$ cat src/rtl/div_sequencer_pkg.sv
// Shared types and constants for the E-stage divide sequencer.
package div_sequencer_pkg;

    localparam int DIV_WIDTH = 32;
    localparam int DIV_CNT_W = $clog2(DIV_WIDTH);

    typedef enum logic [1:0] {
        IDLE = 2'b00,
        BUSY = 2'b01,
        DONE = 2'b10
    } div_state_t;

endpackage : div_sequencer_pkg

$ cat src/rtl/div_datapath.sv
// Radix-2 restoring divide datapath: operand magnitudes, the remainder/quotient
// shift pair, one compare/subtract per step, and the final sign fix-up.
import div_sequencer_pkg::*;

module div_datapath #(
    parameter int WIDTH = DIV_WIDTH
) (
    input  logic                 clk,
    input  logic                 rst,
    input  logic                 load_i,
    input  logic                 step_i,
    input  logic                 finish_i,
    input  logic                 signed_i,
    input  logic [WIDTH-1:0]     opa_i,
    input  logic [WIDTH-1:0]     opb_i,
    output logic [2*WIDTH-1:0]   result_o
);

    logic [WIDTH-1:0]   div_q;
    logic [WIDTH-1:0]   rem_q;
    logic [WIDTH-1:0]   quo_q;
    logic               negq_q;
    logic               negr_q;
    logic [2*WIDTH-1:0] result_q;

    logic               opa_neg;
    logic               opb_neg;
    logic [WIDTH-1:0]   abs_a;
    logic [WIDTH-1:0]   abs_b;
    logic [WIDTH:0]     partial;
    logic [WIDTH:0]     trial;
    logic               ge;
    logic [WIDTH-1:0]   rem_d;
    logic [WIDTH-1:0]   quo_d;
    logic [WIDTH-1:0]   rem_fix;
    logic [WIDTH-1:0]   quo_fix;

    // Operand magnitudes and one restoring step on {rem, quo}.
    always_comb begin
        opa_neg = signed_i & opa_i[WIDTH-1];
        opb_neg = signed_i & opb_i[WIDTH-1];
        abs_a   = opa_neg ? -opa_i : opa_i;
        abs_b   = opb_neg ? -opb_i : opb_i;
        // The extra top bit keeps the shifted-out remainder bit, so the
        // compare stays correct for divisors with their MSB set.
        partial = {rem_q, quo_q[WIDTH-1]};
        trial   = partial - {1'b0, div_q};
        ge      = (partial >= {1'b0, div_q});
        rem_d   = ge ? trial[WIDTH-1:0] : partial[WIDTH-1:0];
        quo_d   = {quo_q[WIDTH-2:0], ge};
        rem_fix = negr_q ? -rem_d : rem_d;
        quo_fix = negq_q ? -quo_d : quo_d;
    end

    // Operand latch on load, shift/subtract on step, result capture on finish.
    always_ff @(posedge clk or posedge rst) begin
        if (rst) begin
            div_q    <= '0;
            rem_q    <= '0;
            quo_q    <= '0;
            negq_q   <= 1'b0;
            negr_q   <= 1'b0;
            result_q <= '0;
        end else if (load_i) begin
            // NOTE: non-blocking assignments here so every register samples
            // pre-edge values regardless of statement order.
            if (opb_i == '0) begin
                result_q <= {opa_i, {WIDTH{1'b1}}};
            end else begin
                rem_q  <= '0;
                quo_q  <= abs_a;
                div_q  <= abs_b;
                negq_q <= opa_neg ^ opb_neg;
                negr_q <= opa_neg;
            end
        end else if (step_i) begin
            rem_q <= rem_d;
            quo_q <= quo_d;
            if (finish_i) begin
                result_q <= {rem_fix, quo_fix};
            end
        end
    end

    assign result_o = result_q;

endmodule : div_datapath

$ cat src/rtl/div_sequencer.sv
// E-stage divide sequencer: IDLE/BUSY/DONE control, iteration counter and the
// pipeline stall/ready handshake around div_datapath.
import div_sequencer_pkg::*;

module div_sequencer #(
    parameter int WIDTH = DIV_WIDTH
) (
    input  logic                 clk,
    input  logic                 rst,
    input  logic                 start_i,
    input  logic                 signed_i,
    input  logic [WIDTH-1:0]     opa_i,
    input  logic [WIDTH-1:0]     opb_i,
    input  logic                 annul_i,
    input  logic                 ehold_i,
    output logic                 stall_o,
    output logic                 ready_o,
    output logic [2*WIDTH-1:0]   result_o
);

    div_state_t           state_q, state_d;
    logic [DIV_CNT_W-1:0] cnt_q, cnt_d;
    logic                 load;
    logic                 step;
    logic                 finish;

    // State and iteration counter registers.
    always_ff @(posedge clk or posedge rst) begin
        if (rst) begin
            state_q <= IDLE;
            cnt_q   <= '0;
        end else begin
            state_q <= state_d;
            cnt_q   <= cnt_d;
        end
    end

    // Next-state, datapath controls and stall/ready; annul_i overrides all.
    always_comb begin
        // NOTE: every output gets a default first so no path leaves one
        // unassigned, which would infer a latch.
        state_d = state_q;
        cnt_d   = cnt_q;
        load    = 1'b0;
        step    = 1'b0;
        finish  = 1'b0;
        stall_o = 1'b0;
        ready_o = 1'b0;
        if (annul_i) begin
            state_d = IDLE;
            cnt_d   = '0;
        end else begin
            unique case (state_q)
                IDLE: begin
                    if (start_i) begin
                        stall_o = 1'b1;
                        load    = 1'b1;
                        cnt_d   = '0;
                        state_d = (opb_i == '0) ? DONE : BUSY;
                    end
                end
                BUSY: begin
                    stall_o = 1'b1;
                    step    = 1'b1;
                    if (cnt_q == DIV_CNT_W'(WIDTH - 1)) begin
                        finish  = 1'b1;
                        cnt_d   = '0;
                        state_d = DONE;
                    end else begin
                        cnt_d = cnt_q + 1'b1;
                    end
                end
                DONE: begin
                    // Wait out an external hold so a still-present start_i
                    // is not taken as a fresh instruction.
                    ready_o = 1'b1;
                    if (!ehold_i) begin
                        state_d = IDLE;
                    end
                end
                default: begin
                    state_d = IDLE;
                    cnt_d   = '0;
                end
            endcase
        end
    end

    div_datapath #(
        .WIDTH(WIDTH)
    ) u_datapath (
        .clk      (clk),
        .rst      (rst),
        .load_i   (load),
        .step_i   (step),
        .finish_i (finish),
        .signed_i (signed_i),
        .opa_i    (opa_i),
        .opb_i    (opb_i),
        .result_o (result_o)
    );

endmodule : div_sequencer

$ cat config.mk
export PLATFORM = sky130hd
export DESIGN_NAME = div_sequencer
export DESIGN_NICKNAME = d
export VERILOG_FILES = /design/src/rtl/div_sequencer_pkg.sv /design/src/rtl/div_datapath.sv /design/src/rtl/div_sequencer.sv
export SDC_FILE = /design/constraint.sdc
export NUM_CORES = 1
export LEC_CHECK = 0
export CORE_MARGIN = 1
export CORE_UTILIZATION = 61
export CTS_CLUSTER_DIAMETER = 80
export DETAILED_ROUTE_END_ITERATION = 8
export HOLD_SLACK_MARGIN = 0.03
export PLACE_DENSITY = 0.84
export SLEW_MARGIN = 20
export SYNTH_ARGS = -nofsm -noshare
export SYNTH_HDL_FRONTEND = slang
export SYNTH_SLANG_ARGS = --single-unit
$ cat constraint.sdc
create_clock -name clk -period 13.35 [get_ports clk]
set_input_delay 2.67 -clock clk [delete_from_list [all_inputs] [get_ports clk]]
set_output_delay 2.67 -clock clk [all_outputs]
set_load 0.005 [all_outputs]
==> load_flow_metrics.sql, run 1 <==
INSERT INTO impl_metrics (metric_group, metric, value, unit) VALUES
('worst_setup_path', 'cp_data_required_time', '10.68', 'ns'),
('synth', 'dominantRegCellSynth', 'dfrtp_1', ''),
('synth', 'synth.yosys.seq_area_share', '0.3382', ''),
('min_path', 'min-delay-start', 'u_datapath.div_q[31]', ''),
('route', 'drt-pass1-iter-count', '6', ''),
('min_path', 'worst_hold_path.endpoint', 'u_datapath.div_q[31]', ''),
('global_route', 'number_of_antenna_violations_at_the_first_check_in_global_routing', '0', ''),
('global_route', 'grt_max_degree', '117', ''),
('final_layout', 'finish.net_count', '1785', ''),
('worst_setup_path', 'crit_slowest_cell', 'clkdlybuf4s50_1', ''),
('route', 'routed-via-count', '12040', ''),
('global_route', 'global_route.usage.total', '0.3191', ''),
('sta', 'rsz0062_at_grt', 'no', ''),
('synth', 'synthDistinctLibCells', '78', ''),
('final_layout', 'synthToLayoutAreaGrowth', '16.73', '%'),
('floorplanning', 'dieHeight', '145.2', 'microns'),
('sta', 'setup_violations', '0', ''),
('worst_setup_path', 'worst_path_most_repeated_cell', 'clkdlybuf4s50_1', ''),
('final_layout', 'layout-drive-gt1-share', '0.04621', ''),
('cts', 'cts_buffer_depth', '2', ''),
('route', 'route.final.wire_length', '33.30', 'mm'),
('worst_setup_path', 'critical_path.max_stage_delay', '0.49', 'ns'),
('synth', 'number_of_synthesized_flops_with_an_enable_pin', '0', ''),
('cts', 'clock-root-buffer', 'clkbuf_16', ''),
('power_and_ir_drop', 'p_leak', '6.217', 'nW'),
('sta', 'timing.max_slew.rel_slack', '0.3282', ''),
('cts', 'clkLatencyLatePin', '0.44', 'ns'),
('power_and_ir_drop', 'irDropWorstVdd', '0.00008597', 'V'),
('worst_setup_path', 'critical_path.reg2reg.endpoint', 'u_datapath.result_o[62]', ''),
('worst_setup_path', 'cp_cell_sequence', 'clkdlybuf4s50_1 -> nor2_1 -> o21a_1 -> clkdlybuf4s50_1', ''),
('floorplanning', 'placeableCoreArea', '20170', 'sq um'),
('worst_setup_path', 'flop_to_flop_setup_slack', '7.33', 'ns'),
('placed_design', 'portBuffers', '135', ''),
('sta', 'max_freq', '148.6', 'MHz'),
('power_and_ir_drop', 'power.density_cell_area', '116.4', 'nW/um^2'),
('worst_setup_path', 'crit_arrival', '4.06', 'ns'),
('sta', 'final_max_slew_violation_count', '0', ''),
('floorplanning', 'dieWidth', '145.2', 'microns'),
('cts', 'cts.clk_slew.worst_paths', '0.07', 'ns'),
('global_route', 'grt_pass1_vias', '10950', ''),
('synth', 'synthArstFlopShare', '1.000', ''),
('route', 'post_drt_via_cell_ratio', '6.149', ''),
('sta', 'layout_worst_path_cycle_share', '0.5041', ''),
('route', 'drt-wirelength-per-cell', '17.01', 'microns'),
('synth', 'synth-seq-cells', '169', ''),
('floorplanning', 'std_cell_rows', '52', ''),
('synth', 'yosys_warnings', '0', ''),
('cts', 'htreeDepth', '4', ''),
('route', 'dr.first_iter.drc_count', '734', ''),
('worst_setup_path', 'crit_path_end_kind', 'output port', ''),
('cts', 'post_cts_buffers', '0', ''),
('floorplanning', 'die_area', '21080', 'sq um'),
('sta', 'hold_viol_final', '0', ''),
('sta', 'final.hold.worst_slack', '0.4789', 'ns'),
('synth', 'syn_avg_cell_area', '7.806', 'sq um'),
('status', 'run_status', 'completed', ''),
('synth', 'net_count_after_synthesis', '1711', ''),
('floorplanning', 'initial_core_util', '0.6200', ''),
('route', 'ant_nets', '0', ''),
('route', 'post-route-drc-count', '0', ''),
('worst_setup_path', 'criticalPathCategory', 'in2out', ''),
('worst_setup_path', 'crit_fanout', '5', ''),
('cts', 'tritoncts_clock_tree', 'yes', ''),
('sta', 'final_period_minus_worst_setup_slack', '6.729', 'ns'),
('floorplanning', 'ioPinCount', '136', ''),
('global_route', 'first_pass_grt_wire_length', '54.77', 'mm'),
('placed_design', 'place_congestion', '0.9134', ''),
('job', 'max_cap_violations', '0', ''),
('cts', 'cts.sink_count', '169', ''),
('worst_setup_path', 'register_to_register_path_depth', '18', ''),
('min_path', 'hold_path_depth', '2', '');
-- cell usage in the layout (no fill, tap or decap), drive strengths merged, types with 6 or more instances in the layout --
cell type,instances
nand4,15
a211oi,13
and3,17
nor2b,9
clkbuf,17
o211ai,11
buf,15
nor3,39
o41ai,17
nand3b,7
ha,38
and2,13
or4,15
clkdlybuf4s50,135
nor2,168
a21o,12
a21oi,177
xnor2,45
nor4,21
nand2b,7
nand3,50
inv,63
xor2,80
mux2i,22
o31ai,31
dfrtp,169
o21a,11
a31oi,22
nand2,179
o21ai,155
or3,29
or2,6
-- cell usage after synthesis, types with 4 or more instances --
| master | n | area, sq um |
|---|---|---|
| and3_1 | 17 | 106.4 |
| o2111a_1 | 4 | 45.04 |
| or2_2 | 5 | 31.28 |
| mux2i_1 | 22 | 220.2 |
| o31ai_1 | 31 | 232.7 |
| nand2b_1 | 7 | 43.79 |
| dfrtp_1 | 169 | 4229 |
| a21o_1 | 12 | 90.09 |
| o21ai_0 | 147 | 735.7 |
| ha_1 | 38 | 475.5 |
| o21ai_1 | 8 | 40.04 |
| and2_1 | 12 | 75.07 |
| o41ai_1 | 15 | 131.4 |
| a22oi_1 | 5 | 37.54 |
| xor2_1 | 80 | 700.7 |
| buf_2 | 8 | 40.04 |
| clkbuf_1 | 79 | 296.5 |
| nand4_1 | 15 | 93.84 |
| inv_1 | 58 | 217.7 |
| nor2b_1 | 9 | 56.30 |
| a21oi_1 | 176 | 880.8 |
| nor3_1 | 39 | 195.2 |
| nor2_1 | 168 | 630.6 |
| nand3b_1 | 7 | 52.55 |
| buf_1 | 7 | 26.28 |
| o21a_1 | 11 | 82.58 |
| or4_1 | 14 | 105.1 |
| and4_1 | 5 | 43.79 |
| a211oi_1 | 12 | 90.09 |
| nand2_1 | 179 | 671.9 |
| a31oi_1 | 22 | 137.6 |
| o211ai_1 | 11 | 82.58 |
| nor4_1 | 21 | 131.4 |
| nand3_1 | 50 | 250.2 |
| xnor2_1 | 44 | 385.4 |
| or3_1 | 27 | 168.9 |
-- per-layer routing --
metal,global-route usage,vias up,wire [microns]
met1,0.4326,5686,14770
met3,0.04434,45,2106
met4,0.09842,0,663
li1,-,5885,-
met5,0,-,0
met2,0.5293,423,15760
-- worst max path at each step --
stage,startpoint,endpoint,slack [ns]
2_1_floorplan,rst,cnt_q[0],6.10
3_3_place_gp,opb_i[12],u_datapath.div_q[1],6.55
3_5_place_dp,opb_i[12],u_datapath.div_q[9],6.42
4_1_cts,annul_i,stall_o,6.63
5_1_grt,opb_i[12],u_datapath.rem_q[16],6.30
6_report,annul_i,stall_o,6.62
-- cells by family (layout without fill, tap and decap cells) --
| logic type | Yosys count | count (layout) | synth area share |
|---|---|---|---|
| mux | 25 | 25 | 0.02031 |
| compound gates | 501 | 501 | 0.2440 |
| fa+ha+maj | 39 | 39 | 0.03962 |
| buf+inv | 155 | 241 | 0.04792 |
| flops | 169 | 169 | 0.3382 |
| xor+xnor | 125 | 125 | 0.08814 |
| simple gates | 588 | 588 | 0.2218 |
-- state kept, by name, summed over array words and instances, names as in the netlist --
| register | count |
|---|---|
| state_q | 2 |
| u_datapath.result_o | 64 |
| u_datapath.quo_q | 32 |
| u_datapath.negq_q | 1 |
| u_datapath.div_q | 32 |
| u_datapath.negr_q | 1 |
| u_datapath.rem_q | 32 |
| cnt_q | 5 |
-- critical path: cells and delay by family --
kind	cells	cell delay (ns)
simple gates	1	0.26
buf+inv	2	0.97
compound gates	1	0.16
-- metrics by stage --
stage / power [mW] / setup slack, ns / area, sq um / utilization / instances
2_1_floorplan: 1.034 / 6.105 / 12510 / - / 1602
3_3_place_gp: 1.156 / 6.548 / 13970 / 0.6927 / 1927
3_5_place_dp: 1.174 / 6.418 / 13970 / 0.6927 / 1927
4_1_cts: 1.695 / 6.634 / 14590 / 0.7233 / 1958
5_1_grt: 1.798 / 6.303 / 14600 / 0.7238 / 1958
6_report: 1.699 / 6.621 / 14600 / 0.7238 / 1958
-- power breakdown --
group,internal [mW],switching [mW],total (mW)
combinational,0.215,0.323,0.538
sequential,0.569,0.0680,0.637
clock,0.299,0.225,0.524
-- layout make-up --
| type | count | area, sq um |
|---|---|---|
| inverter | 60 | 232.7 |
| clock inverter | 14 | 191.4 |
| timing repair buffer | 150 | 1464 |
| multi-input combinational | 1278 | 7717 |
| clock buffer | 17 | 425.4 |
| tap | 270 | 337.8 |
| sequential | 169 | 4229 |
| fill | 1614 | 5572 |
Power figures use the tool's default switching activity.
==> run 2, diff against run 1 <==
CORE_UTILIZATION = 58   (was 61)
PLACE_DENSITY = 0.81   (was 0.84)
clock period = 6.9 ns   (was 13.35 ns; I/O delays follow)
==> run 2 against run 1 <==
Net effect: clock-buffer cell count is the same; total power is 96% higher; utilization is 2.9 points lower; global-route usage down 0.16 points; first-iteration DRC count grew 9.4%; critical path depth up 13; combinational power grew 95%; largest cell class unchanged; highest routed layer unchanged.
==> load_flow_metrics.sql, run 2 (same netlist as run 1, synthesis figures left out) <==
INSERT INTO impl_metrics (metric_group, metric, value, unit) VALUES
('final_layout', 'antenna-diode-count', '0', ''),
('cts', 'numCtsBuffers', '17', ''),
('cts', 'cts_buffer_depth', '2', ''),
('worst_setup_path', 'critical_path.reg2reg.endpoint', 'u_datapath.result_o[60]', ''),
('min_path', 'min-delay-start', 'u_datapath.div_q[12]', ''),
('final_layout', 'stdcell_count', '1964', ''),
('sta', 'rsz0062_at_grt', 'no', ''),
('worst_setup_path', 'flop_to_flop_setup_slack', '1.49', 'ns'),
('placed_design', 'post_dp_cell_area', '14010', 'sq um'),
('final_layout', 'largest_register_ffs', '64', ''),
('cts', 'clock-root-buffer', 'clkbuf_16', ''),
('sta', 'final_period_minus_worst_setup_slack', '5.410', 'ns'),
('sta', 'layout_worst_path_cycle_share', '0.7841', ''),
('floorplanning', 'std_cell_rows', '53', ''),
('cts', 'tritoncts_clock_tree', 'yes', ''),
('worst_setup_path', 'r2r-start', 'u_datapath.rem_q[19]', ''),
('global_route', 'number_of_antenna_violations_at_the_first_check_in_global_routing', '0', ''),
('min_path', 'worst_hold_path.endpoint', 'u_datapath.div_q[12]', ''),
('power_and_ir_drop', 'pwr-share-comb', '0.316', ''),
('route', 'ant_nets', '0', ''),
('global_route', 'first_pass_grt_wire_length', '55.99', 'mm'),
('floorplanning', 'placeableCoreArea', '21090', 'sq um'),
('cts', 'post_cts_buffers', '0', ''),
('cts', 'cts.sink_count', '169', ''),
('job', 'max_cap_violations', '0', ''),
('worst_setup_path', 'critical_path.max_stage_delay', '0.46', 'ns'),
('global_route', 'global_route.usage.total', '0.3175', ''),
('cts', 'cts.clk_slew.worst_paths', '0.07', 'ns'),
('floorplanning', 'dieWidth', '148.8', 'microns'),
('power_and_ir_drop', 'p_sw', '1.196', 'mW'),
('floorplanning', 'dieHeight', '148.8', 'microns'),
('final_layout', 'layout-drive-gt1-share', '0.04677', ''),
('global_route', 'grt-ovfl-total', '0', ''),
('route', 'drt-wirelength-per-cell', '17.50', 'microns'),
('sta', 'fin_worst_skew', '0.01293', 'ns'),
('worst_setup_path', 'path_delay_family', 'compound AO/OA/AOI/OAI gates', ''),
('worst_setup_path', 'crit_fanout', '11', ''),
('sta', 'setup_violations', '0', ''),
('worst_setup_path', 'criticalPathCategory', 'reg2reg', ''),
('worst_setup_path', 'cp_data_required_time', '7.20', 'ns'),
('placed_design', 'dp_hpwl', '26.24', 'mm'),
('sta', 'hold_viol_final', '0', ''),
('floorplanning', 'initial_core_util', '0.5930', ''),
('cts', 'htreeDepth', '4', ''),
('sta', 'final.setup.worst_slack', '1.490', 'ns'),
('power_and_ir_drop', 'sequential_cell_fraction_of_total_power', '0.370', ''),
('final_layout', 'mostFrequentLayoutCell', 'nand2_1', ''),
('final_layout', 'finish.net_count', '1786', ''),
('min_path', 'hold_path_depth', '2', ''),
('cts', 'cts-resized-gates', '0', ''),
('worst_setup_path', 'worst_path_most_repeated_cell', 'ha_1', ''),
('route', 'drt-pass1-iter-count', '5', ''),
('route', 'post_drt_via_cell_ratio', '6.129', ''),
('floorplanning', 'ioPinCount', '136', ''),
('worst_setup_path', 'crit_slowest_cell', 'ha_1', ''),
('sta', 'worst_margin_pin_slew', '0.9352', 'ns'),
('sta', 'final_max_slew_violation_count', '0', ''),
('sta', 'max_freq', '184.8', 'MHz'),
('min_path', 'min-delay-path-class', 'reg2reg', ''),
('placed_design', 'pre_cts_ws', '1.204', 'ns'),
('route', 'dr.first_iter.drc_count', '803', ''),
('placed_design', 'dpl.cell_count', '1933', ''),
('cts', 'clkLatencyLatePin', '0.44', 'ns'),
('final_layout', 'finish.instance_area', '14650', 'sq um'),
('final_layout', 'synthToLayoutAreaGrowth', '17.16', '%'),
('power_and_ir_drop', 'p_int', '2.133', 'mW'),
('worst_setup_path', 'cp_num_buf_inv', '0', ''),
('floorplanning', 'die_area', '22150', 'sq um'),
('worst_setup_path', 'crit_path_end_kind', 'flip-flop', ''),
('worst_setup_path', 'cp_cell_sequence', 'ha_1 -> a21oi_1 -> o21ai_1 -> a31o_1 -> a211oi_2 -> nand3_2 -> o21ai_0 -> ha_1 -> nand2_1 -> a2111oi_4 -> nand4_1 -> or3_4 -> o41a_1 -> or3_1 -> o41ai_2 -> xnor2_1 -> o22ai_1', ''),
('final_layout', 'layout_common_cells', 'nand2_1, a21oi_1, dfrtp_1, nor2_1, o21ai_0', ''),
('power_and_ir_drop', 'p_leak', '6.241', 'nW'),
('power_and_ir_drop', 'netSwitchingFraction', '0.3592', ''),
('power_and_ir_drop', 'power.density_cell_area', '227.2', 'nW/um^2'),
('power_and_ir_drop', 'total_power', '3.329', 'mW'),
('sta', 'fin_setup_tns', '0', 'ns'),
('global_route', 'grt_pass1_vias', '11120', ''),
('route', 'routed-via-count', '12040', ''),
('worst_setup_path', 'crit_arrival', '5.71', 'ns'),
('global_route', 'grt_max_degree', '71', ''),
('sta', 'timing.max_slew.rel_slack', '0.3766', ''),
('power_and_ir_drop', 'irDropWorstVdd', '0.0001490', 'V'),
('route', 'post-route-drc-count', '0', ''),
('placed_design', 'portBuffers', '135', ''),
('cts', 'postCtsHoldBufs', '0', ''),
('power_and_ir_drop', 'clock_power_share', '0.314', ''),
('worst_setup_path', 'register_to_register_path_depth', '17', ''),
('route', 'route.final.wire_length', '34.38', 'mm'),
('status', 'run_status', 'completed', ''),
('worst_setup_path', 'setup.worst_path.start_class', 'flip-flop', ''),
('placed_design', 'place_congestion', '0.9421', '');
-- run 2: worst max-delay path by stage --
| stage | start | end | slack [ns] | depth (start not counted) |
|---|---|---|---|---|
| 2_1_floorplan | rst | cnt_q[0] | 0.94 | 1 |
| 3_3_place_gp | opb_i[12] | u_datapath.quo_q[8] | 1.37 | 11 |
| 3_5_place_dp | opb_i[12] | u_datapath.result_o[54] | 1.20 | 11 |
| 5_1_grt | u_datapath.rem_q[19] | u_datapath.result_o[60] | 1.18 | 17 |
| 6_report | u_datapath.rem_q[19] | u_datapath.result_o[60] | 1.49 | 17 |
| 4_1_cts | u_datapath.rem_q[19] | u_datapath.result_o[60] | 1.58 | 17 |
-- run 2: worst reg2reg max path, stage by stage, from the launching register on --
cell and delay [ns]:
dfrtp_1 0.42, ha_1 0.47, a21oi_1 0.30, o21ai_1 0.19, a31o_1 0.27, a211oi_2 0.36
nand3_2 0.32, o21ai_0 0.39, ha_1 0.25, nand2_1 0.10, a2111oi_4 0.38, nand4_1 0.17
or3_4 0.43, o41a_1 0.37, or3_1 0.39, o41ai_2 0.24, xnor2_1 0.16, o22ai_1 0.10
-- run 2: final cells by class --
type | count | area (sq um)
multi-input cells | 1278 | 7717
fillers | 1794 | 6436
flip-flops and latches | 169 | 4229
repair buffers | 151 | 1496
clock buffers | 17 | 425.4
well taps | 275 | 344.1
inverters | 60 | 230.2
clock inverters | 14 | 209.0
-- run 2: routing by layer --
metal	track usage	share of wire	vias to the layer above
li1	-	-	5893
met1	0.4166	0.43	5622
met2	0.5285	0.47	461
met3	0.04587	0.067	62
met4	0.1245	0.029	0
met5	0	0	-
-- run 2: metrics by stage --
stage | utilization | hold slack [ns]
floorplan | - | 0.4387
global placement | 0.6644 | 0.4534
detailed placement | 0.6644 | 0.4692
CTS | 0.6944 | 0.4817
global route | 0.6948 | 0.5084
finish | 0.6948 | 0.4805
-- run 2: power groups by stage --
| stage | combinational, mW | clock (mW) | sequential [mW] |
|---|---|---|---|
| after CTS | 1.04 | 1.06 | 1.23 |
| after detailed placement | 1.03 | 0 | 1.25 |
| after global routing | 1.17 | 1.09 | 1.25 |
| final | 1.05 | 1.04 | 1.23 |
| after floorplan | 0.795 | 0 | 1.21 |
| after global placement | 1.00 | 0 | 1.24 |
==> run 3, diff against run 2 <==
clock period = 5.64 ns   (was 6.9 ns; I/O delays follow)
==> run 3 against run 2 <==
Net effect: sequential power rose by 23%; clock power rose by 14%; global-route usage rose by 0.75 points; via count rose by 1.1%; highest routed layer unchanged; register-to-register slack got worse by 1.2 ns; utilization barely moved; wire length rose by 2.1%; worst hold slack improved by 0.0027 ns; non-clock buffer count rose by 5; setup slack got worse by 1.2 ns; final area barely moved.
==> load_flow_metrics.sql, run 3 (same netlist as run 1, synthesis figures left out) <==
INSERT INTO impl_metrics (metric_group, metric, value, unit) VALUES
('cts', 'htreeDepth', '4', ''),
('worst_setup_path', 'cp_data_required_time', '5.94', 'ns'),
('cts', 'cts.clk_slew.worst_paths', '0.06', 'ns'),
('route', 'drt-pass1-iter-count', '6', ''),
('sta', 'max_freq', '185.5', 'MHz'),
('global_route', 'grt-ovfl-total', '0', ''),
('floorplanning', 'initial_core_util', '0.5930', ''),
('global_route', 'grt_max_degree', '93', ''),
('worst_setup_path', 'critical_path.max_stage_delay', '0.43', 'ns'),
('worst_setup_path', 'cp_cell_sequence', 'ha_1 -> a21oi_1 -> o21ai_1 -> a31o_1 -> a211oi_2 -> nand3_2 -> mux2i_1 -> ha_1 -> nand2_1 -> a2111oi_4 -> nand4_1 -> or3_4 -> o41a_1 -> or3_1 -> o41ai_2 -> xnor2_1 -> o22ai_1', ''),
('final_layout', 'finish.instance_area', '14660', 'sq um'),
('final_layout', 'nFillCells', '1722', ''),
('worst_setup_path', 'setup.worst_path.start_class', 'flip-flop', ''),
('placed_design', 'portBuffers', '135', ''),
('worst_setup_path', 'crit_fanout', '10', ''),
('worst_setup_path', 'cp_num_buf_inv', '0', ''),
('floorplanning', 'dieHeight', '148.8', 'microns'),
('worst_setup_path', 'crit_slowest_cell', 'dfrtp_1', ''),
('sta', 'worst_margin_pin_slew', '0.9388', 'ns'),
('placed_design', 'post_dp_cell_area', '14060', 'sq um'),
('final_layout', 'mostFrequentLayoutCell', 'nand2_1', ''),
('cts', 'post_cts_buffers', '0', ''),
('floorplanning', 'placeableCoreArea', '21090', 'sq um'),
('cts', 'tritoncts_clock_tree', 'yes', ''),
('cts', 'postCtsHoldBufs', '0', ''),
('cts', 'clkLatencyLatePin', '0.44', 'ns'),
('sta', 'fin_setup_tns', '0', 'ns'),
('floorplanning', 'ioPinCount', '136', ''),
('final_layout', 'layout_common_cells', 'nand2_1, a21oi_1, dfrtp_1, nor2_1, o21ai_0', ''),
('final_layout', 'finish.net_count', '1791', ''),
('worst_setup_path', 'register_to_register_path_depth', '17', ''),
('worst_setup_path', 'r2r-start', 'u_datapath.rem_q[19]', ''),
('sta', 'setup_violations', '0', ''),
('sta', 'final_period_minus_worst_setup_slack', '5.391', 'ns'),
('final_layout', 'antenna-diode-count', '0', ''),
('placed_design', 'pre_cts_ws', '0.2480', 'ns'),
('power_and_ir_drop', 'total_power', '4.016', 'mW'),
('worst_setup_path', 'timing.critical_path.from', 'u_datapath.rem_q[19]', ''),
('sta', 'final_max_slew_violation_count', '0', ''),
('global_route', 'number_of_antenna_violations_at_the_first_check_in_global_routing', '0', ''),
('status', 'run_status', 'completed', ''),
('worst_setup_path', 'cp_num_cells', '17', ''),
('global_route', 'grt_pass1_vias', '11200', ''),
('power_and_ir_drop', 'p_leak', '6.252', 'nW'),
('worst_setup_path', 'criticalPathCategory', 'reg2reg', ''),
('worst_setup_path', 'crit_arrival', '5.69', 'ns'),
('job', 'max_cap_violations', '0', ''),
('floorplanning', 'std_cell_rows', '53', ''),
('worst_setup_path', 'critPathCapture', 'u_datapath.result_o[60]', ''),
('power_and_ir_drop', 'irDropWorstVdd', '0.0002105', 'V'),
('cts', 'numCtsBuffers', '17', ''),
('sta', 'fin_worst_skew', '0.01288', 'ns'),
('final_layout', 'largest_register_ffs', '64', ''),
('power_and_ir_drop', 'power.density_cell_area', '274.0', 'nW/um^2'),
('sta', 'layout_worst_path_cycle_share', '0.9558', ''),
('route', 'dr.first_iter.drc_count', '831', ''),
('cts', 'cts_buffer_depth', '2', ''),
('worst_setup_path', 'flop_to_flop_setup_slack', '0.25', 'ns'),
('route', 'post_drt_via_cell_ratio', '6.180', ''),
('sta', 'timing.max_slew.rel_slack', '0.3742', ''),
('route', 'highest_layer', 'met4', ''),
('route', 'post-route-drc-count', '0', ''),
('cts', 'cts-resized-gates', '0', ''),
('sta', 'final.hold.worst_slack', '0.4831', 'ns'),
('sta', 'final.setup.worst_slack', '0.2490', 'ns'),
('floorplanning', 'die_area', '22150', 'sq um'),
('min_path', 'min-delay-path-class', 'reg2reg', ''),
('worst_setup_path', 'crit_path_end_kind', 'flip-flop', ''),
('route', 'met2_wirelength', '16.38', 'mm'),
('placed_design', 'place_congestion', '0.9015', ''),
('worst_setup_path', 'worst_path_most_repeated_cell', 'ha_1', ''),
('worst_setup_path', 'path_delay_family', 'compound AO/OA/AOI/OAI gates', ''),
('route', 'drt-wirelength-per-cell', '17.81', 'microns'),
('route', 'route.final.wire_length', '35.08', 'mm'),
('route', 'routed-via-count', '12170', ''),
('worst_setup_path', 'critical_path.reg2reg.endpoint', 'u_datapath.result_o[60]', ''),
('global_route', 'first_pass_grt_wire_length', '57.08', 'mm'),
('final_layout', 'layout-drive-gt1-share', '0.05015', ''),
('route', 'ant_nets', '0', ''),
('floorplanning', 'dieWidth', '148.8', 'microns'),
('sta', 'rsz0062_at_grt', 'no', ''),
('global_route', 'global_route.usage.total', '0.3250', ''),
('route', 'met3WireLength', '2.368', 'mm'),
('final_layout', 'synthToLayoutAreaGrowth', '17.20', '%'),
('placed_design', 'dp_hpwl', '27.02', 'mm'),
('sta', 'hold_viol_final', '0', ''),
('cts', 'clock-root-buffer', 'clkbuf_16', ''),
('cts', 'cts.sink_count', '169', ''),
('route', 'wirelength_met1', '15.42', 'mm');
[run 3: cell count changes in the layout (fill, tap and decap cells not counted), sizes merged]
| cell | change |
|---|---|
| buf | +5 |
| clkinv | +3 |
| bufinv | -2 |
| clkbuf | +1 |
| inv | -1 |
[run 3: how the worst min path moves through the flow]
stage,start,endpoint,depth (start not counted)
2_1_floorplan,u_datapath.div_q[31],u_datapath.div_q[31],2
5_1_grt,u_datapath.div_q[31],u_datapath.div_q[31],2
6_report,u_datapath.div_q[31],u_datapath.div_q[31],2
3_3_place_gp,u_datapath.div_q[31],u_datapath.div_q[31],2
4_1_cts,u_datapath.div_q[31],u_datapath.div_q[31],2
3_5_place_dp,u_datapath.div_q[31],u_datapath.div_q[31],2
[run 3: power by group]
part / internal (mW) / total, mW / leakage (nW) / switching [mW]
registers: 1.35 / 1.51 / 2.23 / 0.160
clock network: 0.663 / 1.19 / 0.289 / 0.529
logic: 0.524 / 1.32 / 3.73 / 0.793
total: 2.53 / 4.02 / 6.25 / 1.48
[run 3: layer usage]
metal / global-route usage / up-vias
met1: 0.4451 / 5718
met5: 0 / -
met4: 0.1240 / 0
met2: 0.5264 / 469
li1: - / 5923
met3: 0.03853 / 64
[run 3: cell type report]
class                      instances  area [sq um]  area share
clock inverter                    14         157.7     0.01076
sequential                       169          4229      0.2885
timing repair buffer             156          1546      0.1055
tap                              275         344.1     0.02348
multi-input combinational       1278          7721      0.5268
inverter                          60         229.0     0.01562
clock buffer                      18         429.2     0.02928
[run 3: worst register-to-register path, cell delays in order (launching register included)]
cell	delay, ns
dfrtp_1	0.43
ha_1	0.43
a21oi_1	0.29
o21ai_1	0.21
a31o_1	0.28
a211oi_2	0.34
nand3_2	0.31
mux2i_1	0.38
ha_1	0.25
nand2_1	0.10
a2111oi_4	0.39
nand4_1	0.18
or3_4	0.43
o41a_1	0.39
or3_1	0.38
o41ai_2	0.23
xnor2_1	0.15
o22ai_1	0.10
[run 3: through the flow]
stage,util,cells
finish,0.6950,1970
global route,0.6950,1970
CTS,0.6945,1970
detailed placement,0.6667,1938
global placement,0.6667,1938
floorplan,-,1602
